--- src/rtl/avlst_pkg.sv ---
// rtl/avlst_pkg.sv - shared types, defaults and width helper for the round-robin arbiter
package avlst_pkg;

  typedef enum logic {
    IDLE  = 1'b0,
    GRANT = 1'b1
  } state_e;

  localparam int DEF_K         = 4;
  localparam int DEF_DATA_W    = 128;
  localparam int DEF_MAX_BURST = 4;

  // Bits needed to index 'value' distinct items (ceil(log2(value))).
  function automatic int clog2(input int value);
    int r;
    int v;
    r = 0;
    v = value - 1;
    while (v > 0) begin
      r = r + 1;
      v = v >> 1;
    end
    return r;
  endfunction

endpackage

--- src/rtl/avlst_rr_arbiter_if.sv ---
// rtl/avlst_rr_arbiter_if.sv - K-source input and single tagged output stream bundle
interface avlst_rr_arbiter_if
  import avlst_pkg::*;
#(
  parameter int K      = DEF_K,
  parameter int DATA_W = DEF_DATA_W
) ();

  localparam int CH_W = clog2(K);

  logic [K-1:0]        asi_valid;
  logic [K*DATA_W-1:0] asi_data;
  logic [K-1:0]        asi_ready;
  logic                aso_valid;
  logic [DATA_W-1:0]   aso_data;
  logic [CH_W-1:0]     aso_channel;
  logic                aso_ready;

  // Arbiter side: consumes the K sources, produces the shared stream.
  modport slave (
    input  asi_valid, asi_data, aso_ready,
    output asi_ready, aso_valid, aso_data, aso_channel
  );

  // Environment side: the sources and the downstream consumer.
  modport master (
    output asi_valid, asi_data, aso_ready,
    input  asi_ready, aso_valid, aso_data, aso_channel
  );

endinterface

--- src/rtl/avlst_rr_pick.sv ---
// rtl/avlst_rr_pick.sv - combinational round-robin picker starting after the last grant
module avlst_rr_pick
  import avlst_pkg::*;
#(
  parameter int K = DEF_K
) (
  input  logic [K-1:0]          req,
  input  logic [clog2(K)-1:0]   last,
  output logic                  any,
  output logic [clog2(K)-1:0]   idx
);

  localparam int CH_W = clog2(K);

  logic [2*K-1:0] req2;
  logic [K-1:0]   rot;

  // Rotate so that bit 0 is the source after 'last', then take the lowest set bit.
  always_comb begin
    req2 = {req, req};
    rot  = K'(req2 >> (int'(last) + 1));
    any  = |req;
    idx  = '0;
    for (int i = K - 1; i >= 0; i--) begin
      if (rot[i]) begin
        idx = CH_W'((int'(last) + 1 + i) % K);
      end
    end
  end

endmodule

--- src/rtl/avlst_rr_arbiter.sv ---
// rtl/avlst_rr_arbiter.sv - round-robin burst arbiter with a registered, channel-tagged output
module avlst_rr_arbiter
  import avlst_pkg::*;
#(
  parameter int K         = DEF_K,
  parameter int DATA_W    = DEF_DATA_W,
  parameter int MAX_BURST = DEF_MAX_BURST
) (
  input  logic               csi_clk,
  input  logic               rsi_reset,
  avlst_rr_arbiter_if.slave  bus
);

  localparam int CH_W = clog2(K);
  localparam int BC_W = clog2(MAX_BURST + 1);

  state_e              state_q, state_d;
  logic [CH_W-1:0]     last_q, last_d;
  logic [BC_W-1:0]     burst_q, burst_d;
  logic                aso_valid_q, aso_valid_d;
  logic [DATA_W-1:0]   aso_data_q, aso_data_d;
  logic [CH_W-1:0]     aso_ch_q, aso_ch_d;

  logic                pick_any;
  logic [CH_W-1:0]     pick_idx;
  logic                out_free;
  logic                xfer;
  logic [K-1:0]        ready_vec;
  logic [BC_W-1:0]     burst_inc;

  avlst_rr_pick #(.K(K)) u_pick (
    .req  (bus.asi_valid),
    .last (last_q),
    .any  (pick_any),
    .idx  (pick_idx)
  );

  assign out_free  = ~aso_valid_q | bus.aso_ready;
  assign xfer      = (state_q == GRANT) & out_free & bus.asi_valid[last_q];
  assign burst_inc = BC_W'(burst_q + 1'b1);

  // Only the granted source sees ready, and only while the output stage can take a word.
  always_comb begin
    ready_vec = '0;
    if ((state_q == GRANT) && out_free) begin
      ready_vec[last_q] = 1'b1;
    end
  end

  assign bus.asi_ready   = ready_vec;
  assign bus.aso_valid   = aso_valid_q;
  assign bus.aso_data    = aso_data_q;
  assign bus.aso_channel = aso_ch_q;

  // Next state: arbitration in IDLE, burst accounting and release in GRANT, output stage load/drain.
  always_comb begin
    state_d     = state_q;
    last_d      = last_q;
    burst_d     = burst_q;
    aso_valid_d = aso_valid_q;
    aso_data_d  = aso_data_q;
    aso_ch_d    = aso_ch_q;

    case (state_q)
      IDLE: begin
        if (pick_any) begin
          last_d  = pick_idx;
          burst_d = '0;
          state_d = GRANT;
        end
      end
      GRANT: begin
        if (!bus.asi_valid[last_q]) begin
          state_d = IDLE;
        end else if (out_free) begin
          burst_d = burst_inc;
          if (burst_inc == BC_W'(MAX_BURST)) begin
            state_d = IDLE;
          end
        end
      end
      default: state_d = IDLE;
    endcase

    if (xfer) begin
      aso_valid_d = 1'b1;
      aso_data_d  = bus.asi_data[last_q*DATA_W +: DATA_W];
      aso_ch_d    = last_q;
    end else if (out_free) begin
      aso_valid_d = 1'b0;
    end
  end

  // State and output registers; last grant resets to K-1 so source 0 wins first.
  always_ff @(posedge csi_clk or posedge rsi_reset) begin
    if (rsi_reset) begin
      state_q     <= IDLE;
      last_q      <= CH_W'(K - 1);
      burst_q     <= '0;
      aso_valid_q <= 1'b0;
      aso_data_q  <= '0;
      aso_ch_q    <= '0;
    end else begin
      state_q     <= state_d;
      last_q      <= last_d;
      burst_q     <= burst_d;
      aso_valid_q <= aso_valid_d;
      aso_data_q  <= aso_data_d;
      aso_ch_q    <= aso_ch_d;
    end
  end

endmodule

--- src/flat_wrapper.sv ---
// flat-port wrapper written by rule: the top's interface ports become plain ports
module avlst_rr_arbiter_flat import avlst_pkg::*;
#(
  parameter int K         = DEF_K,
  parameter int DATA_W    = DEF_DATA_W,
  parameter int MAX_BURST = DEF_MAX_BURST
)
  (csi_clk, rsi_reset, bus_asi_valid, bus_asi_data, bus_aso_ready, bus_asi_ready, bus_aso_valid, bus_aso_data, bus_aso_channel);
  avlst_rr_arbiter_if #(.K(K), .DATA_W(DATA_W)) bus_i ();
  input  logic csi_clk;
  input  logic rsi_reset;
  input wire logic [$bits(bus_i.asi_valid)-1:0] bus_asi_valid;
  input wire logic [$bits(bus_i.asi_data)-1:0] bus_asi_data;
  input wire logic [$bits(bus_i.aso_ready)-1:0] bus_aso_ready;
  output wire logic [$bits(bus_i.asi_ready)-1:0] bus_asi_ready;
  output wire logic [$bits(bus_i.aso_valid)-1:0] bus_aso_valid;
  output wire logic [$bits(bus_i.aso_data)-1:0] bus_aso_data;
  output wire logic [$bits(bus_i.aso_channel)-1:0] bus_aso_channel;
  assign bus_i.asi_valid = bus_asi_valid;
  assign bus_i.asi_data = bus_asi_data;
  assign bus_i.aso_ready = bus_aso_ready;
  assign bus_asi_ready = bus_i.asi_ready;
  assign bus_aso_valid = bus_i.aso_valid;
  assign bus_aso_data = bus_i.aso_data;
  assign bus_aso_channel = bus_i.aso_channel;
  avlst_rr_arbiter #(.K(K), .DATA_W(DATA_W), .MAX_BURST(MAX_BURST)) u_core (.csi_clk(csi_clk), .rsi_reset(rsi_reset), .bus(bus_i));
endmodule
--- config.mk ---
export PLATFORM = sky130hd
export DESIGN_NAME = avlst_rr_arbiter_flat
export DESIGN_NICKNAME = d
export VERILOG_FILES = /design/src/rtl/avlst_pkg.sv /design/src/rtl/avlst_rr_arbiter_if.sv /design/src/rtl/avlst_rr_pick.sv /design/src/rtl/avlst_rr_arbiter.sv /design/src/flat_wrapper.sv
export SDC_FILE = /design/constraint.sdc
export NUM_CORES = 1
export LEC_CHECK = 0
export ABC_AREA = 0
export CAP_MARGIN = 15
export CORE_AREA = 2 2 256 258
export DETAILED_ROUTE_END_ITERATION = 8
export DIE_AREA = 0 0 258 260
export PLACE_DENSITY_LB_ADDON = 0.1
export SLEW_MARGIN = 0
export SYNTH_ARGS = -nofsm -noshare
export SYNTH_HDL_FRONTEND = slang
export SYNTH_SLANG_ARGS = --single-unit
--- constraint.sdc ---
create_clock -name csi_clk -period 5.6 [get_ports csi_clk]
set_input_delay 0.84 -clock csi_clk [delete_from_list [all_inputs] [get_ports csi_clk]]
set_output_delay 0.84 -clock csi_clk [all_outputs]
set_load 0.005 [all_outputs]
==> flow_metrics.env <==
export IMPL_final_cells=2004
export IMPL_hold_viol=0
export IMPL_cp_top_family="flip-flops"
export IMPL_synth_cells=507
export IMPL_cpPeakStageDelay_ps=1140
export IMPL_timing_fmax_mhz=272
export IMPL_ys_seq_area_frac=0.395
export IMPL_die_width_um=258
export IMPL_groute_usage_overall=0.123
export IMPL_antenna_found_initial=1
export IMPL_reg2reg_depth=3
export IMPL_initial_utilization=0.135
export IMPL_grt_pass1_vias=8308
export IMPL_rows=93
export IMPL_drive_above_1_share=0.258
export IMPL_hold_depth=1
export IMPL_clk_pin_slew_ps=60
export IMPL_cp_depth=4
export IMPL_criticalPathCategory="register to output pin"
export IMPL_io_pins=654
export IMPL_wl_um=41900
export IMPL_maxCapViolCount=0
export IMPL_cts_tree="built"
export IMPL_cts_max_level=4
export IMPL_crit_buf_inv=2
export IMPL_fin_ws_ps=1930
export IMPL_synthesis_nets=1032
export IMPL_firstDrtPassIters=4
export IMPL_path_max_fanout=48
export IMPL_syn_avg_cell_area_sq_um=17.1
export IMPL_grt_max_degree=130
export IMPL_root_buffer="clkbuf_16"
export IMPL_cts_buffer_depth=2
export IMPL_grt_ovfl_total=0
export IMPL_synth_area_top_cells="dfrtp_1, mux4_2, mux2_2"
export IMPL_worstMarginPinSlew_ps=973
export IMPL_ctsResizeCount=0
export IMPL_power_leakage_nw=6.11
export IMPL_drc_errors=0
export IMPL_status="complete, no violations"
export IMPL_cp_arrival_ps=2830
export IMPL_clkLatencyLatePin_ps=470
export IMPL_first_iter_violations=187
export IMPL_ys_ff_latch=137
export IMPL_cts_buffers=17
export IMPL_slew_headroom=0.351
export IMPL_post_cts_buffers=0
export IMPL_path_cells="inv_1, ha_1, and3_1, clkdlybuf4s50_1"
export IMPL_required_ps=4760
export IMPL_drv_slew=0
export IMPL_fp_dieH_um=260
export IMPL_finClkSkew_ps=11.8
export IMPL_power_density_nw_per_um2=451
export IMPL_vias=7451
export IMPL_cts_hold_buf=0
export IMPL_area_growth_pct=90.1
export IMPL_fp_coreArea_sq_um=64100
export IMPL_numPortBuffers=653
export IMPL_ir_drop_uv=332
export IMPL_ant_nets=0
export IMPL_synthDistinctLibCells=33
export IMPL_hpwl_um=33800
export IMPL_place_ws_ps=2140
export IMPL_critPathLaunchType="register"
export IMPL_worstHoldPathType="register to register"
export IMPL_routedWlPerCell_um=20.9
export IMPL_synth_area_sq_um=8680
export IMPL_final_cell_mix="clkdlybuf4s50_1, dfrtp_1, mux4_2, mux2_2, clkbuf_16"
export IMPL_cp_slowest_cell="dfstp_4"
export IMPL_rsz0062_at_grt="no"
export IMPL_post_route_period_util=0.656
export IMPL_yosys_warnings=0
export IMPL_netlist_area_leader_share=0.389
export IMPL_clock_sinks=137
export IMPL_vias_per_cell=3.72
export IMPL_placed_cell_area_sq_um=16000
export IMPL_gp_congestion=0.786
export IMPL_dieArea_sq_um=67100
export IMPL_fin_nets=1662
export IMPL_dp_cells=1973
export IMPL_final_cell_area_sq_um=16500
export IMPL_critPathCaptureType="output pin"
export IMPL_setup_tns_ps=0
export IMPL_final_common_cell="clkdlybuf4s50_1"
export IMPL_finalCriticalPeriod_ps=3670
export IMPL_synth_area_leader_cell="dfrtp_1"
export IMPL_grt_pass1_wl_um=58700
export IMPL_report_final_setup_viol=0
[state kept, by name, indices dropped and copies added, names as in the netlist]
| register | cells |
|---|---|
| u_core.last_q | 2 |
| u_core.bus.aso_valid | 1 |
| u_core.bus.aso_data | 128 |
| u_core.state_q | 1 |
| u_core.burst_q | 3 |
| u_core.bus.aso_channel | 2 |
[worst paths after layout]
check                                        start                 endpoint  slack [ps]
hold reg to reg            u_core.bus.aso_data[70]  u_core.bus.aso_data[70]         500
setup reg to reg                  u_core.last_q[0]  u_core.bus.aso_data[82]        2500
max in group asynchronous                rsi_reset         u_core.last_q[0]        3790
setup / recovery                  u_core.last_q[0]         bus_asi_ready[0]        1930
min in group asynchronous                rsi_reset  u_core.bus.aso_data[53]         820
hold / removal             u_core.bus.aso_data[70]  u_core.bus.aso_data[70]         500
[worst register-to-register path: stages (launching register included)]
cell and delay [ps]:
dfstp_4 1140, buf_4 860, mux4_2 710, mux2_2 280
[metrics by stage]
step	power, W	hold WS [ps]	util
2_1_floorplan	0.00447	465	-
3_3_place_gp	0.00659	488	0.249
3_5_place_dp	0.00657	491	0.249
4_1_cts	0.00772	504	0.257
5_1_grt	0.00798	511	0.257
6_report	0.00744	501	0.257
[layer usage]
metal	vias to the layer above	track usage	routed length [um]
li1	3328	-	-
met1	3795	0.128	15000
met2	304	0.232	23400
met3	24	0.0444	3080
met4	0	0.0334	479
met5	-	0	0
[cell usage after synthesis (all sizes together)]
cell type / instances
dfrtp: 135
mux2: 131
mux4: 129
buf: 34
clkbuf: 15
ha: 6
inv: 6
o21ai: 6
nand2: 5
nand2b: 5
and3: 4
nand3: 4
nor2: 3
a21o: 2
a21oi: 2
a32oi: 2
dfstp: 2
mux2i: 2
nor2b: 2
nor4: 2
nor4bb: 2
a221oi: 1
a22o: 1
a31o: 1
a31oi: 1
o21bai: 1
o221ai: 1
o32ai: 1
or2: 1
[area by class of cell]
| type | instances | area (sq um) |
|---|---|---|
| fillers | 6677 | 47600 |
| repair buffers | 660 | 6610 |
| multi-input cells | 315 | 4810 |
| flip-flops and latches | 137 | 3440 |
| well taps | 855 | 1070 |
| clock buffers | 26 | 479 |
| clock inverters | 4 | 45.0 |
| inverters | 6 | 27.5 |
| diodes | 1 | 2.50 |
[report_power, final]
group	switching (W)	internal [W]	leakage, nW
Combinational	0.00163	0.00278	4.24
Clock	0.000448	0.000625	0.258
Sequential	0.000414	0.00154	1.61
Total	0.00249	0.00494	6.11
[logic make-up after synthesis]
| family | synth area share |
|---|---|
| AND/OR/NAND/NOR | 0.0187 |
| multiplexers | 0.512 |
| adder cells (fa/ha/maj) | 0.00865 |
| AO/OA/AOI/OAI | 0.0150 |
| flip-flops | 0.395 |
| buffers and inverters | 0.0506 |
Note: power is estimated with default switching activity, not from simulation.
